[config.mk]
export PLATFORM = sky130hd
export DESIGN_NAME = pc_redirect_unit
export DESIGN_NICKNAME = d
export VERILOG_FILES = /design/src/rtl/riscv_pkg.sv /design/src/rtl/pc_redirect_unit.sv
export SDC_FILE = /design/constraint.sdc
export NUM_CORES = 1
export LEC_CHECK = 0
export ABC_AREA = 1
export ABC_CLOCK_PERIOD_IN_PS = 1680
export BUFFER_PORTS_ARGS = -buffer_cell sky130_fd_sc_hd__buf_2
export CAP_MARGIN = 25
export CORE_AREA = 2 2 76 78
export DETAILED_ROUTE_END_ITERATION = 8
export DIE_AREA = 0 0 78 80
export PLACE_DENSITY = 0.8
export SYNTH_ARGS = -nofsm -noshare
export SYNTH_HDL_FRONTEND = slang
export SYNTH_SLANG_ARGS = --single-unit
[constraint.sdc]
create_clock -name clk -period 1.68 [get_ports clk]
set_clock_uncertainty 0.05 [all_clocks]
set_input_delay 0.084 -clock clk [delete_from_list [all_inputs] [get_ports clk]]
set_output_delay 0.084 -clock clk [all_outputs]
set_load 0.02 [all_outputs]
[src/rtl/riscv_pkg.sv]
// Shared fetch-side definitions: address width, instruction size and the
// program-counter sequencer state type.
package riscv_pkg;

    localparam int XLEN       = 32;
    localparam int INSN_BYTES = 4;

    typedef enum logic [1:0] {
        BOOT  = 2'd0,
        RUN   = 2'd1,
        FLUSH = 2'd2,
        HALT  = 2'd3
    } pc_state_t;

endpackage

[src/rtl/pc_redirect_unit.sv]
// pc_redirect_unit: owns the program counter and drives instruction fetch.
// A resolved branch/jump redirects the PC and holds a flush for FLUSH_CYCLES
// cycles before fetch resumes at the target. A misaligned redirect target
// parks the unit in HALT with a sticky error until reset.
// Optional feature macro: BRANCH_STATS_EN adds saturating branch counters
// (stat_branches, stat_taken); without it those ports do not exist.
module pc_redirect_unit
    import riscv_pkg::*;
#(
    parameter int unsigned      XLEN         = riscv_pkg::XLEN,
    parameter logic [XLEN-1:0]  RESET_PC     = '0,
    parameter int unsigned      FLUSH_CYCLES = 2
)(
    input  logic             clk,
    input  logic             rst_n,
    output logic             fetch_valid,
    input  logic             fetch_ready,
    output logic [XLEN-1:0]  fetch_pc,
    input  logic             stall,
    input  logic             br_valid,
    input  logic             br_taken,
    input  logic             br_jump,
    input  logic [XLEN-1:0]  br_target,
    output logic             flush,
    output logic             misalign_err
`ifdef BRANCH_STATS_EN
    ,
    output logic [31:0]      stat_branches,
    output logic [31:0]      stat_taken
`endif
);

    localparam int unsigned     CNT_W      = $clog2(FLUSH_CYCLES + 1);
    localparam logic [CNT_W-1:0] CNT_RELOAD = CNT_W'(FLUSH_CYCLES - 1);
    localparam logic [XLEN-1:0]  PC_STEP    = XLEN'(INSN_BYTES);

    pc_state_t          state_q, state_d;
    logic [XLEN-1:0]    pc_q, pc_d;
    logic               valid_q, valid_d;
    logic               flush_q, flush_d;
    logic               misalign_q, misalign_d;
    logic [CNT_W-1:0]   cnt_q, cnt_d;

    logic redirect;
    logic target_aligned;

    assign redirect       = br_valid & (br_taken | br_jump);
    assign target_aligned = (br_target[1:0] == 2'b00);

    assign fetch_valid  = valid_q;
    assign fetch_pc     = pc_q;
    assign flush        = flush_q;
    assign misalign_err = misalign_q;

    // State and output registers; everything the unit presents is registered.
    always_ff @(posedge clk or negedge rst_n) begin
        if (!rst_n) begin
            state_q    <= BOOT;
            pc_q       <= RESET_PC;
            valid_q    <= 1'b0;
            flush_q    <= 1'b0;
            misalign_q <= 1'b0;
            cnt_q      <= '0;
        end else begin
            state_q    <= state_d;
            pc_q       <= pc_d;
            valid_q    <= valid_d;
            flush_q    <= flush_d;
            misalign_q <= misalign_d;
            cnt_q      <= cnt_d;
        end
    end

    // Next-state logic: misaligned redirect beats a normal redirect, which
    // beats stall, which beats the fetch handshake.
    always_comb begin
        state_d    = state_q;
        pc_d       = pc_q;
        valid_d    = valid_q;
        flush_d    = flush_q;
        misalign_d = misalign_q;
        cnt_d      = cnt_q;

        if (state_q != HALT && redirect && !target_aligned) begin
            // PC deliberately left at its current value for post-mortem.
            state_d    = HALT;
            misalign_d = 1'b1;
            valid_d    = 1'b0;
            flush_d    = 1'b1;
        end else begin
            case (state_q)
                BOOT, RUN: begin
                    if (redirect) begin
                        state_d = FLUSH;
                        pc_d    = br_target;
                        valid_d = 1'b0;
                        flush_d = 1'b1;
                        cnt_d   = CNT_RELOAD;
                    end else if (state_q == BOOT) begin
                        state_d = RUN;
                        valid_d = 1'b1;
                    end else if (valid_q && fetch_ready && !stall) begin
                        pc_d = pc_q + PC_STEP;
                    end
                end
                FLUSH: begin
                    if (redirect) begin
                        // A younger redirect restarts the flush window.
                        pc_d  = br_target;
                        cnt_d = CNT_RELOAD;
                    end else if (cnt_q == '0) begin
                        state_d = RUN;
                        flush_d = 1'b0;
                        valid_d = 1'b1;
                    end else begin
                        cnt_d = cnt_q - CNT_W'(1);
                    end
                end
                HALT: begin
                    // Absorbing until reset.
                end
                default: begin
                    state_d = HALT;
                end
            endcase
        end
    end

`ifdef BRANCH_STATS_EN
    logic [31:0] stat_branches_q, stat_branches_d;
    logic [31:0] stat_taken_q, stat_taken_d;

    assign stat_branches = stat_branches_q;
    assign stat_taken    = stat_taken_q;

    // Saturating increments of the branch and redirect counters.
    always_comb begin
        stat_branches_d = stat_branches_q;
        stat_taken_d    = stat_taken_q;
        if (br_valid && stat_branches_q != 32'hFFFF_FFFF) begin
            stat_branches_d = stat_branches_q + 32'd1;
        end
        if (redirect && stat_taken_q != 32'hFFFF_FFFF) begin
            stat_taken_d = stat_taken_q + 32'd1;
        end
    end

    // Counter registers, cleared by reset.
    always_ff @(posedge clk or negedge rst_n) begin
        if (!rst_n) begin
            stat_branches_q <= '0;
            stat_taken_q    <= '0;
        end else begin
            stat_branches_q <= stat_branches_d;
            stat_taken_q    <= stat_taken_d;
        end
    end
`endif

endmodule
==> flow_results.xml <==
<?xml version="1.0" encoding="UTF-8"?>
<metrics>
  <group name="placement">
    <metric name="dpl_cell_area" unit="µm²">3320</metric>
    <metric name="io_buffers" unit="">73</metric>
    <metric name="placement.setup.worst_slack" unit="ns">0.0638</metric>
    <metric name="cell_count_post_placement" unit="">608</metric>
    <metric name="post-dp-hpwl" unit="mm">5.66</metric>
    <metric name="globalplace.congestion" unit="">0.960</metric>
  </group>
  <group name="routing">
    <metric name="drt_first_pass_iters" unit="">5</metric>
    <metric name="routed_wire_length_per_instance" unit="µm">12.1</metric>
    <metric name="num_vias" unit="">3098</metric>
    <metric name="drc" unit="">0</metric>
    <metric name="route.detailed.vias_per_inst" unit="">4.98</metric>
    <metric name="ant_nets" unit="">0</metric>
    <metric name="postRouteWirelength" unit="mm">7.55</metric>
    <metric name="detail_route.iter0.violations" unit="">226</metric>
  </group>
  <group name="sta">
    <metric name="worst_slew_margin_rel" unit="%">64.9</metric>
    <metric name="setup_viol_count_final" unit="">0</metric>
    <metric name="min_period" unit="ns">1.56</metric>
    <metric name="layout_worst_path_cycle_share" unit="%">92.9</metric>
    <metric name="hold_ws" unit="ns">0.0357</metric>
    <metric name="post-route-worst-setup-slack" unit="ns">0.120</metric>
    <metric name="tightest_slew" unit="ns">0.526</metric>
    <metric name="hold_viol" unit="">0</metric>
    <metric name="final_max_slew_viol_count" unit="">0</metric>
    <metric name="unrepaired_setup_endpoints_after_global_routing" unit="">true</metric>
    <metric name="maxClockFrequency" unit="GHz">0.641</metric>
  </group>
  <group name="critical_path">
    <metric name="critical_path.reg2reg.startpoint" unit="">fetch_pc[5]$_DFFE_PN0P_</metric>
    <metric name="regToRegSetupSlack" unit="ns">0.12</metric>
    <metric name="worst_setup_path_start_kind" unit="">flip-flop</metric>
    <metric name="timing.critical_path.arrival" unit="ns">1.71</metric>
    <metric name="kind_of_cell_with_the_highest_combined_delay_on_the_critical_path" unit="">simple AND/OR/NAND/NOR gates</metric>
    <metric name="worst-path-max-fanout" unit="">6</metric>
    <metric name="path_class" unit="">flip-flop to flip-flop</metric>
    <metric name="r2r_end" unit="">fetch_pc[29]$_DFFE_PN0P_</metric>
    <metric name="critPathBufInv" unit="">0</metric>
    <metric name="crit_top_cell" unit="">sky130_fd_sc_hd__nand2_1</metric>
    <metric name="setup.worst_path.end_class" unit="">flip-flop</metric>
    <metric name="timing.critical_path.slowest_cell_delay" unit="ns">0.44</metric>
    <metric name="r2r.worst_path.cells" unit="">9</metric>
    <metric name="critical_path_required" unit="ns">1.83</metric>
    <metric name="cell_with_the_largest_stage_delay_on_the_worst_path" unit="">sky130_fd_sc_hd__dfrtp_2</metric>
    <metric name="chain_of_cells_forming_the_critical_path" unit="">nand2_1, nor2_2, nand2_1, nor2_1, nand2_1, nand2_1, nand3_1, nand2_1, nand2_1</metric>
  </group>
  <group name="synth">
    <metric name="yosysSeqAreaShare" unit="%">34.6</metric>
    <metric name="number_of_synthesized_flops_with_an_enable_pin" unit="">0</metric>
    <metric name="yosys_warnings" unit="">0</metric>
    <metric name="yosys_register_bits" unit="">39</metric>
    <metric name="synthTopCellsByArea" unit="">sky130_fd_sc_hd__dfrtp_1 (35%), sky130_fd_sc_hd__nand2_1 (25%), sky130_fd_sc_hd__nor2_1 (11%)</metric>
    <metric name="synth_nets" unit="">502</metric>
    <metric name="synth_area" unit="µm²">2820</metric>
    <metric name="postSynth.topFlopCell" unit="">sky130_fd_sc_hd__dfrtp_1</metric>
    <metric name="post-synth-top-area-fraction" unit="%">34.6</metric>
    <metric name="synth_async_sr_flop_share" unit="%">100</metric>
    <metric name="synth_area_per_cell" unit="µm²">6.11</metric>
    <metric name="synth_area_leader_cell" unit="">sky130_fd_sc_hd__dfrtp_1</metric>
    <metric name="synthesis.instances" unit="">461</metric>
    <metric name="synth_cell_type_count" unit="">27</metric>
  </group>
  <group name="pwr">
    <metric name="vdd_drop_max" unit="mV">0.818</metric>
    <metric name="power.density_cell_area" unit="nW/µm²">1710</metric>
    <metric name="cellLeakagePower" unit="µW">0.00180</metric>
  </group>
  <group name="global_route">
    <metric name="maximum_number_of_pins_on_one_net_before_global_route_repair" unit="">40</metric>
    <metric name="grt_usage" unit="%">25.5</metric>
    <metric name="globalRouteOverflowTotal" unit="">0</metric>
    <metric name="antenna_found_initial" unit="">0</metric>
    <metric name="grt_first_pass_wirelength" unit="mm">12.6</metric>
    <metric name="first_global_vias" unit="">2855</metric>
  </group>
  <group name="hold_path">
    <metric name="min_path_cells" unit="">5</metric>
    <metric name="hold_path_startpoint" unit="">br_target[4]</metric>
    <metric name="hold_path_end" unit="">fetch_pc[4]$_DFFE_PN0P_</metric>
    <metric name="hold_class" unit="">primary input to flip-flop</metric>
  </group>
  <group name="cts">
    <metric name="cts_inserted_buffers" unit="">5</metric>
    <metric name="root_buffer" unit="">sky130_fd_sc_hd__clkbuf_8</metric>
    <metric name="tritoncts" unit="">built</metric>
    <metric name="cts.sink_count" unit="">39</metric>
    <metric name="cts_htree_levels" unit="">2</metric>
    <metric name="clkTransAtPathRegs" unit="ns">0.08</metric>
    <metric name="worstSkewPairLatency" unit="ns">0.30</metric>
    <metric name="cts-root-to-sink-buffers" unit="">2</metric>
  </group>
  <group name="floorplan">
    <metric name="die_span_in_y" unit="µm">80</metric>
    <metric name="boundaryPins" unit="">74</metric>
    <metric name="core_area" unit="µm²">5410</metric>
    <metric name="placementRows" unit="">27</metric>
    <metric name="floorplan.initialDensity" unit="%">52.2</metric>
    <metric name="die_w" unit="µm">78</metric>
    <metric name="dieArea" unit="µm²">6240</metric>
  </group>
  <group name="job">
    <metric name="cap_viol_max_count" unit="">0</metric>
  </group>
  <group name="cells_and_area">
    <metric name="finalNonFillerCells" unit="">622</metric>
    <metric name="num_antenna_cells" unit="">0</metric>
    <metric name="synthToLayoutAreaGrowth" unit="%">24.2</metric>
    <metric name="nets" unit="">590</metric>
    <metric name="drive_gt1_share" unit="%">23.3</metric>
    <metric name="num-fill-cells" unit="">503</metric>
    <metric name="finalInstanceArea" unit="µm²">3500</metric>
  </group>
  <group name="run_status">
    <metric name="outcome" unit="">complete, no violations</metric>
  </group>
</metrics>
==> power by group <==
group | internal (µW) | leakage, µW | switching, µW
logic | 1250 | 0.00128 | 2080
registers | 1390 | 0.000467 | 633
clock network | 285 | 0.0000477 | 363
==> cells in the mapped netlist, types with 4 or more instances <==
cell type and instances:
sky130_fd_sc_hd__o21ai_0 20, sky130_fd_sc_hd__nor2_1 85, sky130_fd_sc_hd__nand3_1 46, sky130_fd_sc_hd__nand2_1 184, sky130_fd_sc_hd__or2_2 6, sky130_fd_sc_hd__dfrtp_1 39
sky130_fd_sc_hd__buf_2 7, sky130_fd_sc_hd__nor2_2 4, sky130_fd_sc_hd__inv_1 39
==> worst max-delay path by stage <==
stage / to / slack [ns] / cells after the start / start
finish: fetch_pc[29]$_DFFE_PN0P_ / 0.12 / 9 / fetch_pc[5]$_DFFE_PN0P_
global placement: fetch_pc[30]$_DFFE_PN0P_ / 0.12 / 9 / fetch_pc[11]$_DFFE_PN0P_
CTS: fetch_pc[26]$_DFFE_PN0P_ / 0.05 / 10 / fetch_pc[3]$_DFFE_PN0P_
floorplan: fetch_pc[12]$_DFFE_PN0P_ / 0.04 / 8 / fetch_pc[2]$_DFFE_PN0P_
detailed placement: fetch_pc[26]$_DFFE_PN0P_ / 0.06 / 10 / fetch_pc[3]$_DFFE_PN0P_
global route: fetch_pc[26]$_DFFE_PN0P_ / -0.02 / 10 / fetch_pc[2]$_DFFE_PN0P_
==> layout by cell type (no fill, tap or decap) <==
master / instances
sky130_fd_sc_hd__nand2_2: 1
sky130_fd_sc_hd__nand3_4: 1
sky130_fd_sc_hd__nor2_1: 80
sky130_fd_sc_hd__clkbuf_8: 5
sky130_fd_sc_hd__o211ai_1: 1
sky130_fd_sc_hd__nor3_1: 1
sky130_fd_sc_hd__dlygate4sd3_1: 2
sky130_fd_sc_hd__nand4_1: 3
sky130_fd_sc_hd__buf_12: 2
sky130_fd_sc_hd__o21ai_1: 1
sky130_fd_sc_hd__and2_1: 1
sky130_fd_sc_hd__nand3_2: 2
sky130_fd_sc_hd__inv_2: 3
sky130_fd_sc_hd__o21bai_1: 1
sky130_fd_sc_hd__buf_2: 73
sky130_fd_sc_hd__buf_4: 13
sky130_fd_sc_hd__o21ai_0: 20
sky130_fd_sc_hd__xnor2_1: 2
sky130_fd_sc_hd__ha_4: 1
sky130_fd_sc_hd__dfrtp_1: 35
sky130_fd_sc_hd__nor2_2: 8
sky130_fd_sc_hd__nand2_1: 184
sky130_fd_sc_hd__nor2_4: 3
sky130_fd_sc_hd__xor2_1: 3
sky130_fd_sc_hd__o21ai_4: 1
sky130_fd_sc_hd__a21oi_1: 3
sky130_fd_sc_hd__inv_1: 39
sky130_fd_sc_hd__nand3_1: 45
sky130_fd_sc_hd__ha_1: 1
sky130_fd_sc_hd__or2_2: 6
sky130_fd_sc_hd__clkinv_2: 3
sky130_fd_sc_hd__dfrtp_2: 4
sky130_fd_sc_hd__buf_6: 2
==> stage by stage <==
step / setup TNS [ns] / util (%) / total power [µW]
finish: 0 / 64.8 / 5990
global route: -0.0196 / 64.8 / 6540
CTS: 0 / 63.4 / 5880
detailed placement: 0 / 61.4 / 5220
global placement: 0 / 61.4 / 5120
floorplan: 0 / - / 4110
==> what timing repair did <==
item,CTS,global route
resized for setup,0,15
hold buffers,2,0
endpoints found under the setup margin,0,19
buffers inserted,0,4
endpoints found under the hold margin,40,0
==> layout make-up <==
cell class              instances  area [µm²]  area share, %
clock buffers                   5        68.8           1.96
clock inverters                 3        15.0          0.429
inverters                      42         158           4.50
multi-input cells             369        1640           46.9
flip-flops and latches         39         981           28.0
well taps                      72        90.1           2.57
repair buffers                 92         546           15.6
==> logic make-up (layout without fill, tap and decap cells) <==
| kind of cell | Yosys count | after routing | synth area share (%) |
|---|---|---|---|
| simple gates | 335 | 335 | 49.3 |
| compound gates | 27 | 27 | 5.37 |
| xor+xnor | 5 | 5 | 1.55 |
| buf+inv | 53 | 142 | 8.30 |
| fa+ha+maj | 2 | 2 | 0.888 |
| flops | 39 | 39 | 34.6 |
==> worst reg2reg max path: stages, from the launching register on <==
cell and delay [ns]:
sky130_fd_sc_hd__dfrtp_2 0.44, sky130_fd_sc_hd__nand2_1 0.15, sky130_fd_sc_hd__nor2_2 0.17, sky130_fd_sc_hd__nand2_1 0.09, sky130_fd_sc_hd__nor2_1 0.20, sky130_fd_sc_hd__nand2_1 0.08, sky130_fd_sc_hd__nand2_1 0.07, sky130_fd_sc_hd__nand3_1 0.09
sky130_fd_sc_hd__nand2_1 0.07, sky130_fd_sc_hd__nand2_1 0.04
==> sequential cells by signal, indices dropped and copies added (netlist names) <==
| register | count |
|---|---|
| fetch_valid | 1 |
| fetch_pc | 32 |
| flush | 1 |
| state_q | 2 |
| misalign_err | 1 |
| cnt_q | 2 |
==> layer usage <==
metal / global-route usage, % / part of all wire [%] / vias to the layer above
met3: 4.41 / 4.0 / 9
met4: 8.07 / 1.2 / 0
met5: 0 / 0 / -
met1: 32.6 / 46 / 1415
li1: - / - / 1604
met2: 44.1 / 49 / 70
Power figures use the tool's default switching activity.
